==> src/rtl/iob_ram_2p_be.sv <==
// Simple dual-port RAM with per-byte write strobes, configurable read latency
// (1 or 2) and same-address read-during-write policy fixed at elaboration.
module iob_ram_2p_be #(
    parameter int DATA_W   = 32,
    parameter int ADDR_W   = 4,
    parameter int READ_LAT = 1,
    parameter int RDW_MODE = 0
) (
    input  logic                  clk,
    input  logic                  arst_n,
    input  logic                  w_en,
    input  logic [DATA_W/8-1:0]   w_strb,
    input  logic [ADDR_W-1:0]     w_addr,
    input  logic [DATA_W-1:0]     w_data,
    input  logic                  r_en,
    input  logic [ADDR_W-1:0]     r_addr,
    output logic [DATA_W-1:0]     r_data,
    output logic                  r_valid
);
    localparam int STRB_W = DATA_W / 8;
    localparam int DEPTH  = 2 ** ADDR_W;

    logic [DATA_W-1:0] mem [DEPTH];
    logic [DATA_W-1:0] rd_word_p0;

    function automatic logic [DATA_W-1:0] merge_bytes(
        input logic [DATA_W-1:0] old_word,
        input logic [DATA_W-1:0] new_word,
        input logic [STRB_W-1:0] strb
    );
        logic [DATA_W-1:0] res;
        res = old_word;
        for (int b = 0; b < STRB_W; b++) begin
            if (strb[b]) res[8*b +: 8] = new_word[8*b +: 8];
        end
        return res;
    endfunction

    // Array contents survive reset; writes are simply blocked while it is held.
    always_ff @(posedge clk) begin
        if (arst_n && w_en) begin
            mem[w_addr] <= merge_bytes(mem[w_addr], w_data, w_strb);
        end
    end

    // Stage p0: word seen by a read at this edge, with collision policy applied
    generate
        if (RDW_MODE == 1) begin : g_write_first
            always_comb begin
                rd_word_p0 = mem[r_addr];
                if (w_en && (w_addr == r_addr)) begin
                    rd_word_p0 = merge_bytes(mem[r_addr], w_data, w_strb);
                end
            end
        end else begin : g_read_first
            assign rd_word_p0 = mem[r_addr];
        end
    endgenerate

    generate
        if (READ_LAT == 2) begin : g_lat2
            logic              vld_p1;
            logic [DATA_W-1:0] data_p1;

            // Stage p1: captured word and its valid advance every cycle
            always_ff @(posedge clk or negedge arst_n) begin
                if (!arst_n) begin
                    vld_p1  <= 1'b0;
                    data_p1 <= '0;
                    r_valid <= 1'b0;
                    r_data  <= '0;
                end else begin
                    vld_p1  <= r_en;
                    data_p1 <= rd_word_p0;
                    r_valid <= vld_p1;
                    if (vld_p1) r_data <= data_p1;
                end
            end
        end else begin : g_lat1
            // Stage p1: output register loaded directly from the array
            always_ff @(posedge clk or negedge arst_n) begin
                if (!arst_n) begin
                    r_valid <= 1'b0;
                    r_data  <= '0;
                end else begin
                    r_valid <= r_en;
                    if (r_en) r_data <= rd_word_p0;
                end
            end
        end
    endgenerate
endmodule

==> config.mk <==
export PLATFORM = sky130hd
export DESIGN_NAME = iob_ram_2p_be
export DESIGN_NICKNAME = d
export VERILOG_FILES = /design/src/rtl/iob_ram_2p_be.sv
export SDC_FILE = /design/constraint.sdc
export NUM_CORES = 1
export LEC_CHECK = 0
export BUFFER_PORTS_ARGS = -buffer_cell sky130_fd_sc_hd__clkbuf_2
export CAP_MARGIN = 20
export CORE_MARGIN = 4
export CORE_UTILIZATION = 40
export CTS_CLUSTER_SIZE = 8
export DETAILED_ROUTE_END_ITERATION = 10
export GPL_TIMING_DRIVEN = 0
export PLACE_DENSITY = 0.64
export SLEW_MARGIN = 20
export SYNTH_ARGS = -nofsm -noshare
export SYNTH_HDL_FRONTEND = slang
export SYNTH_SLANG_ARGS = --single-unit
==> constraint.sdc <==
create_clock -name clk -period 3.6 [get_ports clk]
set_input_delay 0.54 -clock clk [delete_from_list [all_inputs] [get_ports clk]]
set_output_delay 0.54 -clock clk [all_outputs]
set_load 0.05 [all_outputs]
==> metrics.txt <==
Worst-path clk slew=0.05 ns; clk root buf=clkbuf_16; Longest Clk Path Bufs=3; Worst Reg-to-Reg Cells=3; VDD IR max=0.291 mV; Tcrit/Tclk final=71.6%; initial antenna violation count=4; final layout net count=1154; port bufs=78; Synth Area per Inst=22.2 um2; crit start category=input port; minimum clock period=2.58 ns; Synth async-reset ratio=6.06%; post-synthesis simple-gate area fraction=2.39%; Fmax=388 MHz; Leak=7.90 nW; largest net degree at the start of global routing=38; fin area=0.0245 mm2; Post-Synth Adder-Cell Area=0%; Area growth syn-to-layout=16.8%; DP Wirelength=31100 um; # rows=83; RePlAce Congestion=0.808; Post-CTS Setup Bufs=0; Max-Cap Viols=0; Setup violations, final=0; Synth Warn #=0; XOR/XNOR Fraction of Synth Area=0%; Total Wirelength=48300 um; leading area contributor after synthesis=edfxtp_1; Worst Skew=0.0156 ns; status=complete, no violations; grt total ovfl=0; CTS Sinks=545; global-route wire length before repair=70900 um; Core Region=0.0516 mm2; initial DRC count=1042; Residual DRC=0; wire length per cell=26.1 um; Post-Syn Nets=996; Storage cell area=0.0162 mm2; most frequent cell after synthesis=edfxtp_1; Multi-input gate area=0.00442 mm2; Yosys top cell area share=73.2%; main combinational cell family by area after synthesis=multiplexers; Post-CTS Resized=0; critical path's slowest cell=nor2_1; worst r2r dst=r_data[29]; Rel. slew slack=21.2%; Post-synth EDFFs=512; CP max stage delay=0.94 ns; Final Hold Fails=0; hold crit path type=in -> async; die height=237 um; R2R setup slack=2.15 ns; CTS tree=done; total track usage=17.2%; multiplexer share of the synthesized area=15.2%; Die ar.=0.0563 mm2; Area contributors post-synth=edfxtp_1 73%, mux4_2 14%, dfrtp_1 3.9%, a221oi_2 1.8%, nor2_1 1.8%; pwr dens=595 mW/mm2; drt pass-1 iters=6; vias in the first global route=10700; WP data required=3.80 ns; RSZ-0062 raised after global routing=no; cell count after synthesis=948; startpoint of the worst register-to-register path=mem[12][29]; synth unique cells=23; WP data arrival=2.78 ns; synth cell count leaders=512 x edfxtp_1, 128 x mux4_2, 98 x nor2_1; Worst-Margin Slew=1.18 ns; vias per inst=5.52; Num CTS Buffers=78; critical path endpoint category=flip-flop; share of the yosys chip area belonging to registers=77.1%; worst path cell trace=clkbuf_4 > nand3_1 > clkbuf_1 > nor2_1; placed inst area=0.0223 mm2; die width=237 um; compound-cell area share of the yosys netlist=3.33%; Routed Antenna Nets=0; FF+latch count, synth=545; WS Path Type=in -> reg; Final Slew Violations=0; vias=10200; Main synth FF type=edfxtp_1; layout cells sized above 1=31.6%; Cell Count, Final, Fillers Out=1847; Fillers=4200; CTS H-tree lvls=3; Hold-fix buffers, CTS=0; # placed instances=1706; cell area after synthesis=0.0210 mm2; crit path max fanout=37; Clk Latency, worst-skew pair=0.59 ns; boundary pin count=81; initial core utilization=40.7%
[state kept, by name (all words and copies together), names as in the netlist]
| signal | count |
|---|---|
| r_valid | 1 |
| mem | 512 |
| r_data | 32 |
[cell type report]
type                            count  area share, %
Clock inverter                      8          0.433
Sequential cell                   545           66.0
Antenna cell                        1         0.0102
Multi-Input combinational cell    349           18.0
Timing Repair Buffer               78           1.60
Tap cell                          680           3.47
Clock buffer                      132           8.78
Buffer                             54           1.67
[report_power, final]
group	internal, mW	switching (mW)
sequential	7.03	0.0492
combinational	0.296	0.597
clock	4.06	2.57
[routing by layer]
metal / up-vias / routed length, um / share of wire (%) / global-route usage [%]
li1: 4312 / - / - / -
met1: 5359 / 19400 / 40 / 23.1
met2: 416 / 23400 / 49 / 27.5
met3: 94 / 4240 / 8.8 / 4.70
met4: 6 / 1170 / 2.4 / 5.61
met5: - / 46 / 0.095 / 0
[cells by family (layout without fill, tap and decap cells)]
logic type / after synthesis / after routing
other: 0 / 1
buffers and inverters: 54 / 272
DFF: 545 / 545
and+or+nand+nor: 125 / 125
AOI/OAI and AO/OA: 64 / 64
muxes: 160 / 160
[stage by stage]
| step | power [mW] | worst slack (ns) | util [%] | hold WS [ns] | TNS (ns) |
|---|---|---|---|---|---|
| after floorplan | 7.76 | 1.82 | - | 0.244 | 0 |
| after global placement | 8.08 | -0.111 | 43.1 | 0.565 | -1.96 |
| after detailed placement | 8.10 | 0.379 | 43.2 | 0.561 | 0 |
| after CTS | 14.7 | 0.979 | 47.5 | 0.0202 | 0 |
| after global routing | 15.1 | 0.944 | 47.5 | 0.0385 | 0 |
| final | 14.6 | 1.02 | 47.5 | 0.0188 | 0 |
[placed cells by master (no fill, tap or decap), types with 4 or more instances in the layout]
cell / netlist / final
mux2i_1: 32 / 32
inv_6: 0 / 4
a221oi_1: 7 / 7
nand2_1: 9 / 9
o22ai_1: 22 / 22
o22ai_2: 10 / 10
nor2_1: 98 / 91
mux4_2: 128 / 128
nor2b_1: 4 / 4
edfxtp_1: 512 / 512
nor2_2: 0 / 7
buf_6: 7 / 7
buf_2: 9 / 9
dfrtp_1: 33 / 33
buf_8: 5 / 5
buf_4: 10 / 10
clkbuf_2: 0 / 77
nand3_1: 10 / 10
a221oi_2: 25 / 25
clkbuf_16: 0 / 78
clkbuf_1: 19 / 73
[critical path: cells and delay by family]
kind                   cells  cell delay (ns)
AND/OR/NAND/NOR            2             1.32
buffers and inverters      2             0.87
[worst max-delay path by stage]
stage / start / endpoint / slack [ns] / cells after the start
after floorplan: r_addr[0] / r_data[10] / 1.82 / 6
after global placement: arst_n / mem[7][0] / -0.11 / 4
after detailed placement: arst_n / mem[14][13] / 0.38 / 4
after CTS: arst_n / mem[14][12] / 0.98 / 4
after global routing: arst_n / mem[10][1] / 0.94 / 4
final: arst_n / mem[14][4] / 1.02 / 4
Power figures use the tool's default switching activity.
